### src/rtl/sap_core.sv
// sap_core: parametrised accumulator CPU with program RAM,
// carry/zero flags, conditional jumps and step-qualified T-states.
//
// Ports:
//   clk, rst      system clock, synchronous active-high reset
//   step          clock enable, one T-state per qualified edge
//   prog_mode     1 = load program (core held), 0 = run
//   prog_we       RAM write strobe, honoured only in prog_mode
//   prog_addr     RAM write address
//   prog_data     RAM write data
//   out_data      output register
//   out_valid     one-cycle pulse when out_data is updated
//   halted        high once HLT has executed
//   pc            program counter
//   flag_c        carry flag (1 = no borrow on SUB)
//   flag_z        zero flag

module sap_core #(
    parameter int DATA_W = 8,
    parameter int ADDR_W = 4,
    parameter int OP_W   = 4
) (
    input  logic              clk,
    input  logic              rst,
    input  logic              step,
    input  logic              prog_mode,
    input  logic              prog_we,
    input  logic [ADDR_W-1:0] prog_addr,
    input  logic [DATA_W-1:0] prog_data,
    output logic [DATA_W-1:0] out_data,
    output logic              out_valid,
    output logic              halted,
    output logic [ADDR_W-1:0] pc,
    output logic              flag_c,
    output logic              flag_z
);

    localparam int DEPTH = 1 << ADDR_W;
    localparam int IMM_W = DATA_W - OP_W;

    localparam logic [2:0] T0 = 3'd0;
    localparam logic [2:0] T1 = 3'd1;
    localparam logic [2:0] T2 = 3'd2;
    localparam logic [2:0] T3 = 3'd3;
    localparam logic [2:0] T4 = 3'd4;

    localparam logic [OP_W-1:0] OP_LDA = OP_W'(1);
    localparam logic [OP_W-1:0] OP_ADD = OP_W'(2);
    localparam logic [OP_W-1:0] OP_SUB = OP_W'(3);
    localparam logic [OP_W-1:0] OP_STA = OP_W'(4);
    localparam logic [OP_W-1:0] OP_LDI = OP_W'(5);
    localparam logic [OP_W-1:0] OP_JMP = OP_W'(6);
    localparam logic [OP_W-1:0] OP_JC  = OP_W'(7);
    localparam logic [OP_W-1:0] OP_JZ  = OP_W'(8);
    localparam logic [OP_W-1:0] OP_OUT = OP_W'(14);
    localparam logic [OP_W-1:0] OP_HLT = OP_W'(15);

    if (DATA_W < OP_W + ADDR_W) begin : g_bad_widths
        $error("sap_core: DATA_W must be >= OP_W + ADDR_W");
    end

    // Architectural state
    logic [DATA_W-1:0] mem [DEPTH];
    logic [DATA_W-1:0] acc;
    logic [DATA_W-1:0] breg;
    logic [DATA_W-1:0] ir;
    logic [ADDR_W-1:0] mar;
    logic [2:0]        t_state;

    // Instruction fields
    logic [OP_W-1:0]   op;
    logic [ADDR_W-1:0] arg;
    logic [DATA_W-1:0] imm;
    logic [DATA_W-1:0] rd_data;

    assign op      = ir[DATA_W-1 -: OP_W];
    assign arg     = ir[ADDR_W-1:0];
    assign imm     = {{OP_W{1'b0}}, ir[IMM_W-1:0]};
    assign rd_data = mem[mar];

    // One-hot opcode decode; unlisted opcodes leave all low (NOP)
    logic is_lda;
    logic is_add;
    logic is_sub;
    logic is_sta;
    logic is_ldi;
    logic is_jmp;
    logic is_jc;
    logic is_jz;
    logic is_out;
    logic is_hlt;
    logic uses_mar;

    always_comb begin
        is_lda   = (op == OP_LDA);
        is_add   = (op == OP_ADD);
        is_sub   = (op == OP_SUB);
        is_sta   = (op == OP_STA);
        is_ldi   = (op == OP_LDI);
        is_jmp   = (op == OP_JMP);
        is_jc    = (op == OP_JC);
        is_jz    = (op == OP_JZ);
        is_out   = (op == OP_OUT);
        is_hlt   = (op == OP_HLT);
        uses_mar = is_lda | is_add | is_sub | is_sta;
    end

    // SUB is A + ~B + 1, so the carry out reads as "no borrow"
    logic [DATA_W:0] alu_sum;

    always_comb begin
        alu_sum = {1'b0, acc}
                + {1'b0, (is_sub ? ~breg : breg)}
                + {{DATA_W{1'b0}}, is_sub};
    end

    // Next-state values for one qualified T-state
    logic [DATA_W-1:0] acc_n;
    logic [DATA_W-1:0] breg_n;
    logic [DATA_W-1:0] ir_n;
    logic [ADDR_W-1:0] mar_n;
    logic [ADDR_W-1:0] pc_n;
    logic              c_n;
    logic              z_n;
    logic              halt_n;
    logic [DATA_W-1:0] out_n;
    logic              ov_n;
    logic [2:0]        t_n;
    logic              sta_we;

    always_comb begin
        acc_n  = acc;
        breg_n = breg;
        ir_n   = ir;
        mar_n  = mar;
        pc_n   = pc;
        c_n    = flag_c;
        z_n    = flag_z;
        halt_n = halted;
        out_n  = out_data;
        ov_n   = 1'b0;
        sta_we = 1'b0;
        t_n    = (t_state == T4) ? T0 : t_state + 3'd1;

        unique case (t_state)
            T0: begin
                mar_n = pc;
            end
            T1: begin
                ir_n = rd_data;
                pc_n = pc + ADDR_W'(1);
            end
            T2: begin
                unique case (1'b1)
                    uses_mar: mar_n = arg;
                    is_ldi:   acc_n = imm;
                    is_jmp:   pc_n  = arg;
                    is_jc:    if (flag_c) pc_n = arg;
                    is_jz:    if (flag_z) pc_n = arg;
                    is_out: begin
                        out_n = acc;
                        ov_n  = 1'b1;
                    end
                    is_hlt:   halt_n = 1'b1;
                    default: ;
                endcase
            end
            T3: begin
                unique case (1'b1)
                    is_lda:          acc_n  = rd_data;
                    is_add | is_sub: breg_n = rd_data;
                    is_sta:          sta_we = 1'b1;
                    default: ;
                endcase
            end
            T4: begin
                if (is_add | is_sub) begin
                    acc_n = alu_sum[DATA_W-1:0];
                    c_n   = alu_sum[DATA_W];
                    z_n   = (alu_sum[DATA_W-1:0] == '0);
                end
            end
            default: begin
                t_n = T0;
            end
        endcase
    end

    // Priority: rst > prog_mode > halted > step
    logic advance;

    assign advance = !rst && !prog_mode && !halted && step;

    always_ff @(posedge clk) begin
        if (rst) begin
            acc       <= '0;
            breg      <= '0;
            ir        <= '0;
            mar       <= '0;
            pc        <= '0;
            flag_c    <= 1'b0;
            flag_z    <= 1'b0;
            t_state   <= T0;
            halted    <= 1'b0;
            out_data  <= '0;
            out_valid <= 1'b0;
        end else if (prog_mode) begin
            // out_data keeps its last value across program loads
            acc       <= '0;
            breg      <= '0;
            ir        <= '0;
            mar       <= '0;
            pc        <= '0;
            flag_c    <= 1'b0;
            flag_z    <= 1'b0;
            t_state   <= T0;
            halted    <= 1'b0;
            out_valid <= 1'b0;
        end else if (advance) begin
            acc       <= acc_n;
            breg      <= breg_n;
            ir        <= ir_n;
            mar       <= mar_n;
            pc        <= pc_n;
            flag_c    <= c_n;
            flag_z    <= z_n;
            t_state   <= t_n;
            halted    <= halt_n;
            out_data  <= out_n;
            out_valid <= ov_n;
        end else begin
            out_valid <= 1'b0;
        end
    end

    // Single RAM write port shared by program load and STA
    logic              ram_we;
    logic [ADDR_W-1:0] ram_addr;
    logic [DATA_W-1:0] ram_wdata;

    always_comb begin
        ram_we    = 1'b0;
        ram_addr  = mar;
        ram_wdata = acc;
        if (!rst) begin
            if (prog_mode) begin
                ram_we    = prog_we;
                ram_addr  = prog_addr;
                ram_wdata = prog_data;
            end else begin
                ram_we = advance & sta_we;
            end
        end
    end

    always_ff @(posedge clk) begin
        if (ram_we) begin
            mem[ram_addr] <= ram_wdata;
        end
    end

endmodule
### config.mk
export PLATFORM = sky130hd
export DESIGN_NAME = sap_core
export DESIGN_NICKNAME = d
export VERILOG_FILES = /design/src/rtl/sap_core.sv
export SDC_FILE = /design/constraint.sdc
export NUM_CORES = 1
export LEC_CHECK = 0
export BUFFER_PORTS_ARGS = -buffer_cell sky130_fd_sc_hd__buf_2
export CORE_AREA = 2 2 90 156
export CTS_BUF_LIST = sky130_fd_sc_hd__clkbuf_16
export DETAILED_ROUTE_END_ITERATION = 16
export DIE_AREA = 0 0 92 158
export PLACE_DENSITY = 0.83
export SLEW_MARGIN = 20
export SYNTH_ARGS = -nofsm -noshare
export SYNTH_HDL_FRONTEND = slang
export SYNTH_SLANG_ARGS = --single-unit
### constraint.sdc
create_clock -name clk -period 5.8 [get_ports clk]
set_input_delay 0.58 -clock clk [delete_from_list [all_inputs] [get_ports clk]]
set_output_delay 0.58 -clock clk [all_outputs]
set_load 0.03 [all_outputs]
==> impl_metrics.py, run 1 <==
metrics = {
    "logic_synthesis": {
        "synth_cell_types": 55,
        "synth_edf_count": 128,
        "postSynthCellCount": 558,
        "synthXorXnorAreaFrac": 0.0135,
        "syn-num-nets": 589,
        "synth_top_family_by_area": "multiplexers",
        "ys_seq_elements": 179,
        "synthSimpleGateAreaFrac": 0.0977,
        "synth_area_per_cell_um2": 14.0,
        "synth_compound_area_frac": 0.0659,
        "seq_area_frac_synth": 0.623,
        "netlist_area_um2": 7810,
        "ys.flop_type": "edfxtp_1",
        "yosys_warnings": 0,
        "synthAdderAreaFrac": 0.0234,
        "async_flop_share": 0,
        "muxShareOfSynthArea": 0.151,
    },
    "layout": {
        "fin_nets": 618,
        "layout-drive-gt1-share": 0.192,
        "fin_area_um2": 8690,
        "diodes": 0,
        "syn2layout_area_growth_pct": 11.2,
    },
    "die": {
        "rows": 56,
        "dieWidth_um": 92,
        "start_util": 0.587,
        "core-area_um2": 13300,
        "die_h_um": 158,
        "pin_count": 33,
        "die_area_um2": 14500,
    },
    "worst_setup_path": {
        "start_kind": "register",
        "path_max_fanout": 10,
        "cp_slowest_cell": "nand4bb_1",
        "crit_start": "ir[5]",
        "cp_slowest_stage_delay_ns": 0.55,
        "crit_chain": "nand4bb_1 > xnor2_1 > inv_1 > fa_1 > nand2b_1 > a21oi_1 > a21oi_1 > or3_1 > or4_1 > o21ai_1",
        "cp-end-kind": "register",
        "path_class": "reg -> reg",
        "crit-reg2reg-launch": "ir[5]",
        "arrival_ns": 3.80,
        "required_ns": 6.16,
        "cp_common_cell": "a21oi_1",
    },
    "grt": {
        "antenna_found_initial": 0,
        "grt_overflow": 0,
        "grt_pass1_vias": 4926,
        "grt_pass1_wl_um": 27300,
        "grt_max_degree": 35,
        "grtUsageTotal": 0.256,
    },
    "power_and_ir_drop": {
        "ir_worst_vdd_mv": 0.241,
        "power_density_nw_per_um2": 299,
        "cellLeakagePower_nw": 3.00,
    },
    "clock_network": {
        "post-cts-setup-buffers": 0,
        "postCtsHoldBufs": 0,
        "clkSinkCount": 179,
        "cts_tree": "done",
        "cts_buffers": 17,
        "clock_latency_ns": 0.43,
        "root_buffer": "clkbuf_16",
        "cts_htree_levels": 4,
        "clk_pin_slew_ns": 0.07,
        "ctsResizeCount": 0,
        "clock_path_buffers": 2,
    },
    "place": {
        "io_buffers": 32,
        "place_area_um2": 8090,
        "hpwlAfterDp_um": 12800,
        "routabilityCongestion": 0.907,
    },
    "min_path": {
        "min-delay-start": "out_data[1]",
        "min_path_type": "reg -> reg",
    },
    "sta": {
        "hold_violations": 0,
        "rsz0062_at_grt": "no",
        "setup_tns_ns": 0,
        "min_period_ns": 3.44,
        "tightest_slew_ns": 1.10,
        "finalCritPeriodShare": 0.594,
        "max_freq_mhz": 290,
        "skew_ns": 0.00958,
        "drv_slew": 0,
        "finalSetupViolations": 0,
        "relSlewSlack": 0.263,
    },
    "routing": {
        "drc": 0,
        "routed_wl_um": 17700,
        "firstDrtPassIters": 5,
        "maxUsedRoutingLayer": "met4",
        "drt-initial-drc-count": 384,
        "routed-wl-met2_um": 9890,
        "route.met3.wl_um": 891,
        "ant_nets": 0,
        "via_per_inst": 6.30,
        "wl_per_cell_um": 22.9,
        "wirelength_met1_um": 5960,
        "vias": 4878,
    },
    "status": {
        "status": "completed",
    },
    "flow_run": {
        "maxCapViolations": 0,
    },
}
[layout by cell type, fill, tap and decap left out, types with 12 or more instances in the layout]
cell	count
nor2_1	73
dfxtp_1	50
a211oi_1	12
inv_1	13
a21oi_1	20
ha_1	13
mux2i_1	30
clkbuf_16	17
o21ai_0	12
buf_2	32
nand2_1	36
mux4_2	39
edfxtp_1	128
[path summary, 6_finish.rpt]
kind         cells after the start          end  slack [ns]
max                             10       flag_z        2.36
min reg2reg                      2  out_data[1]        0.50
min                              2  out_data[1]        0.50
max reg2reg                     10       flag_z        2.36
[report_power, final]
part,total [W],internal (W),switching (W)
Sequential,0.00137,0.00137,0.00000479
Combinational,0.0000767,0.0000259,0.0000509
Clock,0.00115,0.000649,0.000499
Total,0.00260,0.00204,0.000555
[critical path: cells and delay by family, from the launching register on]
family / cells / cell delay, ns
DFF: 1 / 0.50
AOI/OAI and AO/OA: 3 / 0.44
and+or+nand+nor: 4 / 1.49
buffers and inverters: 1 / 0.09
adders and majority gates: 1 / 0.42
xor gates and xnor gates: 1 / 0.43
[sequential cells by signal, summed over array words and instances (netlist names), 3 cells and up, named ones only]
name and count:
mem 128, acc 8, breg 8, ir 8
out_data 8, mar 4, pc 4, t_state 3
[logic make-up after synthesis]
logic type / count (synthesis)
DFF: 179
and+or+nand+nor: 164
AOI/OAI and AO/OA: 79
muxes: 69
buffers and inverters: 41
adders and majority gates: 14
xor gates and xnor gates: 12
[layer usage]
metal	vias to the layer above	global-route usage
met2	216	0.479
met5	-	0
met3	54	0.0505
met1	2437	0.265
met4	0	0.144
li1	2171	-
[metrics by stage]
| stage | total power, W | util | hold slack [ns] | setup WS [ns] | cells |
|---|---|---|---|---|---|
| 2_1_floorplan | 0.00145 | - | 0.479 | 3.12 | 558 |
| 5_1_grt | 0.00266 | 0.653 | 0.500 | 2.13 | 774 |
| 3_5_place_dp | 0.00148 | 0.608 | 0.486 | 2.40 | 742 |
| 4_1_cts | 0.00261 | 0.653 | 0.486 | 2.40 | 774 |
| 3_3_place_gp | 0.00147 | 0.608 | 0.466 | 2.52 | 742 |
| 6_report | 0.00260 | 0.653 | 0.496 | 2.36 | 774 |
[synth_stat cells (all sizes together) (2+ instances only)]
cell type | instances | area (µm²)
o21ai | 16 | 80.1
a211oi | 12 | 90.1
ha | 13 | 163
o31a | 2 | 17.5
mux4 | 39 | 878
nand3 | 10 | 50.1
a31oi | 8 | 50.1
clkbuf | 12 | 45.0
a22oi | 3 | 22.5
nand4 | 4 | 25.0
buf | 16 | 106
nor2 | 74 | 280
edfxtp | 128 | 3840
a21oi | 20 | 100
xnor2 | 11 | 96.3
a2111oi | 2 | 18.8
nor3b | 9 | 72.6
mux2i | 30 | 300
inv | 13 | 48.8
nand2 | 36 | 135
dfxtp | 51 | 1020
a221oi | 3 | 26.3
nor2b | 6 | 37.5
a21o | 3 | 22.5
o21a | 3 | 22.5
nor3 | 10 | 55.1
nand2b | 6 | 37.5
[layout make-up]
class                           instances  area, µm²
Multi-Input combinational cell        338       2760
Tap cell                              174        218
Clock buffer                           17        425
Inverter                               13       48.8
Sequential cell                       179       4870
Fill cell                             943       4630
Timing Repair Buffer                   38        205
Clock inverter                         15        169
Note: power is estimated with default switching activity, not from simulation.
==> inputs of run 2 (changes only) <==
--- a/config.mk
+++ b/config.mk
@@ -5,11 +5,12 @@
 export SDC_FILE = /design/constraint.sdc
 export NUM_CORES = 1
 export LEC_CHECK = 0
+export ABC_AREA = 1
 export BUFFER_PORTS_ARGS = -buffer_cell sky130_fd_sc_hd__buf_2
-export CORE_AREA = 2 2 90 156
+export CORE_AREA = 2 2 91 159
 export CTS_BUF_LIST = sky130_fd_sc_hd__clkbuf_16
 export DETAILED_ROUTE_END_ITERATION = 16
-export DIE_AREA = 0 0 92 158
+export DIE_AREA = 0 0 93 161
 export PLACE_DENSITY = 0.83
 export SLEW_MARGIN = 20
 export SYNTH_ARGS = -nofsm -noshare
==> constraint.sdc (replaced) <==
create_clock -name clk -period 3.3 [get_ports clk]
set_input_delay 0.33 -clock clk [delete_from_list [all_inputs] [get_ports clk]]
set_output_delay 0.33 -clock clk [all_outputs]
set_load 0.03 [all_outputs]
==> run 2 against run 1 <==
  * Final area increased by 3.2%
  * Clock power increased by 70%
  * Global-route usage increased by 4.0 points
  * Worst hold slack worse by 0.20 ns
  * Wire length grew 21%
  * Utilization increased by 0.23 points
  * Synthesized cell count rose by 46%
  * Clock skew is 0.0022 ns higher
  * Count of clock-buffer cells in the layout is the same
  * Largest cell class unchanged
==> impl_metrics.py, run 2 <==
metrics = {
    "status": {
        "status": "completed",
    },
    "clock_network": {
        "cts_htree_levels": 4,
        "cts_buffers": 17,
        "clk_pin_slew_ns": 0.07,
        "post-cts-setup-buffers": 0,
        "ctsResizeCount": 0,
        "clock_latency_ns": 0.43,
        "postCtsHoldBufs": 0,
        "cts_tree": "done",
        "root_buffer": "clkbuf_16",
        "clock_path_buffers": 2,
        "clkSinkCount": 179,
    },
    "grt": {
        "grt_overflow": 0,
        "antenna_found_initial": 0,
        "grt_pass1_wl_um": 33000,
        "grt_pass1_vias": 6216,
        "grt_max_degree": 65,
        "grtUsageTotal": 0.297,
    },
    "sta": {
        "finalSetupViolations": 0,
        "finalCritPeriodShare": 0.793,
        "rsz0062_at_grt": "no",
        "setup_tns_ns": 0,
        "hold_violations": 0,
        "tightest_slew_ns": 0.823,
        "skew_ns": 0.0118,
        "min_period_ns": 2.62,
        "relSlewSlack": 0.451,
        "max_freq_mhz": 382,
        "drv_slew": 0,
    },
    "logic_synthesis": {
        "synth_top_area_share": 0.476,
        "synth_area_per_cell_um2": 9.92,
        "yosys_warnings": 0,
        "netlist_area_um2": 8080,
        "synth_largest_area_cell": "edfxtp_1",
        "postSynthCellCount": 814,
        "synth_common_cells": "edfxtp_1 (128), nor2_1 (128), o21ai_0 (107)",
        "synth_cell_types": 39,
        "ys_top_cells_by_area": "edfxtp_1 (48%), dfxtp_1 (13%), o21ai_0 (6.6%), nor2_1 (5.9%), nand2_1 (3.9%)",
        "ys.flop_type": "edfxtp_1",
        "syn-num-nets": 845,
        "seq_area_frac_synth": 0.602,
        "ys_seq_elements": 179,
        "async_flop_share": 0,
        "synth_edf_count": 128,
    },
    "place": {
        "io_buffers": 32,
        "routabilityCongestion": 1.04,
        "hpwlAfterDp_um": 14700,
    },
    "die": {
        "start_util": 0.590,
        "rows": 57,
        "die_area_um2": 15000,
        "die_h_um": 161,
        "core-area_um2": 13700,
        "dieWidth_um": 93,
        "pin_count": 33,
    },
    "power_and_ir_drop": {
        "ir_worst_vdd_mv": 0.354,
        "power_density_nw_per_um2": 509,
        "finalPower_w": 0.00456,
        "cellLeakagePower_nw": 3.41,
    },
    "routing": {
        "vias": 6324,
        "drt-initial-drc-count": 805,
        "via_per_inst": 6.11,
        "drc": 0,
        "ant_nets": 0,
        "firstDrtPassIters": 6,
        "wl_per_cell_um": 20.7,
        "routed_wl_um": 21400,
    },
    "layout": {
        "diodes": 0,
        "fin_nets": 876,
        "largest_reg_flops": 128,
        "final_cell_mix": "nor2_1 (128), edfxtp_1 (128), o21ai_0 (106)",
        "layout-drive-gt1-share": 0.124,
        "syn2layout_area_growth_pct": 11.0,
        "regMostFlops": "mem",
    },
    "worst_setup_path": {
        "cp-end-kind": "register",
        "arrival_ns": 2.67,
        "reg2reg_setup_slack_ns": 0.68,
        "required_ns": 3.36,
        "crit-reg2reg-launch": "t_state[1]",
        "path_max_fanout": 12,
        "path_class": "reg -> reg",
        "r2r_end": "mem[8][2]",
        "reg2regPathDepth": 8,
        "start_kind": "register",
    },
    "min_path": {
        "min-delay-start": "rst",
        "min_path_type": "in -> reg",
        "whs_path_depth": 2,
        "hold_end": "out_data[1]",
    },
    "flow_run": {
        "maxCapViolations": 0,
    },
}
==> run 2: cell count changes after synthesis, moves of 26 or more <==
cell / change
nand2_1: +48
inv_1: +67
o211ai_1: +26
nand3_1: +27
mux4_2: -39
o21ai_0: +95
mux2i_1: -29
nor2_1: +55
==> run 2: worst max path at each step <==
| stage | start | to | slack (ns) | cells past startpoint |
|---|---|---|---|---|
| 2_1_floorplan | t_state[1] | mem[15][0] | 1.08 | 7 |
| 5_1_grt | t_state[1] | mem[1][3] | 0.48 | 8 |
| 6_report | t_state[1] | mem[8][2] | 0.68 | 8 |
| 4_1_cts | t_state[1] | mem[8][4] | 0.73 | 8 |
| 3_5_place_dp | rst | mem[8][1] | 0.72 | 6 |
| 3_3_place_gp | t_state[1] | mem[8][1] | 0.83 | 8 |
==> run 2: cells by family after synthesis <==
family                   count (synthesis)  synth area share
multiplexers                             1           0.00124
AND/OR/NAND/NOR                        279             0.150
AO/OA/AOI/OAI                          212             0.151
flip-flops                             179             0.602
XOR/XNOR                                 9           0.00976
buffers and inverters                  120            0.0624
adder cells (fa/ha/maj)                 14            0.0226
==> run 2: power by group <==
group / internal [W] / switching (W)
clock: 0.00111 / 0.000849
sequential: 0.00241 / 0.00000747
combinational: 0.0000484 / 0.000141
total: 0.00357 / 0.000997
==> run 2: through the flow <==
stage / instances / hold WS (ns) / setup WS, ns / instance area [µm²] / util
after floorplan: 814 / 0.463 / 1.08 / 8080 / -
after global placement: 1003 / 0.487 / 0.833 / 8400 / 0.613
after detailed placement: 1003 / 0.485 / 0.717 / 8400 / 0.613
after CTS: 1035 / 0.296 / 0.731 / 8970 / 0.655
after global routing: 1035 / 0.313 / 0.481 / 8970 / 0.655
final: 1035 / 0.300 / 0.683 / 8970 / 0.655
==> run 2: layout make-up <==
cell class,count,area [µm²]
Sequential cell,179,4870
Fill cell,1046,4730
Clock inverter,15,143
Clock buffer,17,425
Tap cell,177,221
Timing Repair Buffer,47,285
Inverter,85,319
Multi-Input combinational cell,515,2710
==> run 2: worst max-delay path, stage by stage, from the launching register on <==
cell     delay (ns)
dfxtp_1        0.40
ha_1           0.17
ha_1           0.39
nand2_1        0.10
nor2_1         0.14
a21oi_2        0.09
inv_1          0.13
nand3_1        0.17
nor2_1         0.65
==> run 2: per-layer routing <==
metal | GRT usage | share of wire | up-vias
met5 | 0 | 0 | -
met4 | 0.208 | 0.073 | 0
met3 | 0.0499 | 0.063 | 101
met2 | 0.538 | 0.54 | 363
met1 | 0.302 | 0.32 | 2970
li1 | - | - | 2890
==> inputs of run 3 (changes only) <==
--- a/config.mk
+++ b/config.mk
@@ -7,11 +7,11 @@
 export LEC_CHECK = 0
 export ABC_AREA = 1
 export BUFFER_PORTS_ARGS = -buffer_cell sky130_fd_sc_hd__buf_2
-export CORE_AREA = 2 2 91 159
+export CORE_AREA = 2 2 94 164
 export CTS_BUF_LIST = sky130_fd_sc_hd__clkbuf_16
 export DETAILED_ROUTE_END_ITERATION = 16
-export DIE_AREA = 0 0 93 161
-export PLACE_DENSITY = 0.83
+export DIE_AREA = 0 0 96 166
+export PLACE_DENSITY = 0.81
 export SLEW_MARGIN = 20
 export SYNTH_ARGS = -nofsm -noshare
 export SYNTH_HDL_FRONTEND = slang
==> constraint.sdc (replaced) <==
create_clock -name clk -period 2.1 [get_ports clk]
set_input_delay 0.21 -clock clk [delete_from_list [all_inputs] [get_ports clk]]
set_output_delay 0.21 -clock clk [all_outputs]
set_load 0.03 [all_outputs]
==> run 3 against run 2 <==
  * Highest routed layer unchanged
  * Critical path type unchanged
  * Critical endpoint is now flag_z
  * Worst hold slack got worse by 0.096 ns
  * The run now ends with setup timing left
  * Register-to-register slack got worse by 0.79 ns
  * Combinational power rose by 73%
==> impl_metrics.py, run 3 (synthesis results as in run 2) <==
metrics = {
    "routing": {
        "ant_nets": 0,
        "vias": 6509,
        "firstDrtPassIters": 5,
        "wl_per_cell_um": 19.7,
        "via_per_inst": 5.97,
        "routed_wl_um": 21500,
        "drt-initial-drc-count": 610,
        "drc": 0,
    },
    "worst_setup_path": {
        "required_ns": 2.46,
        "crit_buf_inv": 1,
        "path_class": "reg -> reg",
        "cp_slowest_stage_delay_ns": 0.55,
        "cp_num_cells": 13,
        "cp_slowest_cell": "fa_2",
        "start_kind": "register",
        "critPathTopFamily": "simple AND/OR/NAND/NOR gates",
        "crit_path_end": "flag_z",
        "crit-reg2reg-launch": "ir[7]",
        "r2r_end": "flag_z",
        "arrival_ns": 2.57,
        "reg2regPathDepth": 13,
        "path_max_fanout": 8,
        "reg2reg_setup_slack_ns": -0.11,
        "crit_start": "ir[7]",
        "crit_chain": "nor2_4 > nand2_4 > o21ai_2 > inv_2 > fa_2 > nand3_2 > nor2_1 > nand3_1 > nor2_1 > nand3_1 > nor2_1 > nand3_1 > a21oi_2",
        "cp-end-kind": "register",
    },
    "die": {
        "die_h_um": 166,
        "start_util": 0.550,
        "dieWidth_um": 96,
        "core-area_um2": 14700,
        "pin_count": 33,
        "die_area_um2": 15900,
        "rows": 59,
    },
    "layout": {
        "n_fill_cell": 1091,
        "syn2layout_area_growth_pct": 18.3,
        "seqCellArea_um2": 4870,
        "mostFrequentLayoutCell": "edfxtp_1",
        "layout-drive-gt1-share": 0.208,
        "regMostFlops": "mem",
        "diodes": 0,
        "fin_nets": 926,
        "multi_input_comb_area_um2": 2800,
        "largest_reg_flops": 128,
        "final_cell_mix": "edfxtp_1 (128), nor2_1 (124), o21ai_0 (100)",
    },
    "sta": {
        "finalCritPeriodShare": 1.05,
        "min_period_ns": 2.21,
        "relSlewSlack": 0.429,
        "setup_tns_ns": -0.110,
        "finalSetupViolations": 1,
        "max_freq_mhz": 453,
        "drv_slew": 0,
        "skew_ns": 0.0142,
        "tightest_slew_ns": 0.856,
        "rsz0062_at_grt": "yes",
        "hold_violations": 0,
        "timing.final.ws_setup_ns": -0.110,
    },
    "clock_network": {
        "cts_htree_levels": 4,
        "clk_pin_slew_ns": 0.07,
        "cts_tree": "done",
        "clock_path_buffers": 2,
        "cts_buffers": 17,
        "clkSinkCount": 179,
        "clock_latency_ns": 0.42,
        "root_buffer": "clkbuf_16",
    },
    "power_and_ir_drop": {
        "finalPower_w": 0.00765,
        "ir_worst_vdd_mv": 0.565,
        "cellLeakagePower_nw": 3.74,
        "power_density_nw_per_um2": 800,
    },
    "grt": {
        "grtUsageTotal": 0.278,
        "grt_pass1_wl_um": 32800,
        "grt_pass1_vias": 6235,
        "antenna_found_initial": 0,
        "grt_max_degree": 45,
        "grt_overflow": 0,
    },
    "status": {
        "violations": "setup timing",
        "status": "finished with violations",
    },
    "place": {
        "routabilityCongestion": 0.976,
        "io_buffers": 32,
        "hpwlAfterDp_um": 14500,
    },
    "flow_run": {
        "maxCapViolations": 0,
    },
    "min_path": {
        "min_path_type": "in -> reg",
    },
}
## run 3: power breakdown
part	total [W]	leakage (nW)	switching, W	internal (W)
combinational	0.000328	1.82	0.000234	0.0000939
clock	0.00352	0.321	0.00139	0.00213
sequential	0.00380	1.59	0.0000101	0.00379
total	0.00765	3.74	0.00163	0.00601
## run 3: worst min path at each step
| stage | from | slack, ns | to | cells past startpoint |
|---|---|---|---|---|
| final | step | 0.20 | t_state[0] | 4 |
| after global routing | step | 0.27 | t_state[2] | 4 |
| after CTS | step | 0.21 | t_state[0] | 4 |
| after detailed placement | out_data[6] | 0.49 | out_data[6] | 2 |
| after global placement | out_data[6] | 0.49 | out_data[6] | 2 |
| after floorplan | prog_mode | 0.40 | register | 3 |
## run 3: worst reg2reg max path, cell delays in order, from the launching register on
cell,delay [ns]
dfxtp_2,0.34
nor2_4,0.14
nand2_4,0.12
o21ai_2,0.19
inv_2,0.06
fa_2,0.55
nand3_2,0.07
nor2_1,0.09
nand3_1,0.08
nor2_1,0.09
nand3_1,0.07
nor2_1,0.10
nand3_1,0.10
a21oi_2,0.15
## run 3: metrics by stage
stage | utilization | cell area (µm²) | setup slack (ns) | instances | hold WS (ns)
after floorplan | - | 8090 | -0.0907 | 814 | 0.399
after global placement | 0.598 | 8790 | 0.0461 | 1055 | 0.487
after detailed placement | 0.598 | 8790 | -0.0364 | 1055 | 0.489
after CTS | 0.644 | 9460 | -0.0377 | 1087 | 0.207
after global routing | 0.651 | 9560 | -0.240 | 1091 | 0.271
final | 0.651 | 9560 | -0.110 | 1091 | 0.204
## run 3: cell type report
| type | count | area share |
|---|---|---|
| timing repair buffer | 97 | 0.0717 |
| multi-input combinational | 515 | 0.293 |
| sequential | 179 | 0.509 |
| clock inverter | 15 | 0.0236 |
| clock buffer | 17 | 0.0445 |
| tap | 183 | 0.0240 |
| inverter | 85 | 0.0334 |
## run 3: per-layer routing
layer / vias up / GRT usage / routed length (µm) / share of wire
met2: 349 / 0.492 / 11700 / 0.54
met4: 0 / 0.166 / 1580 / 0.073
met5: - / 0 / 0 / 0
met3: 110 / 0.0463 / 1320 / 0.061
met1: 3056 / 0.297 / 6970 / 0.32
li1: 2994 / - / - / -
## run 3: repair_timing
action | in CTS | in global routing
resized for setup | 5 | 21
endpoints found under the setup margin | 34 | 132
setup buffers | 0 | 4
hold buffers | 0 | 0
pin swaps | 1 | 10
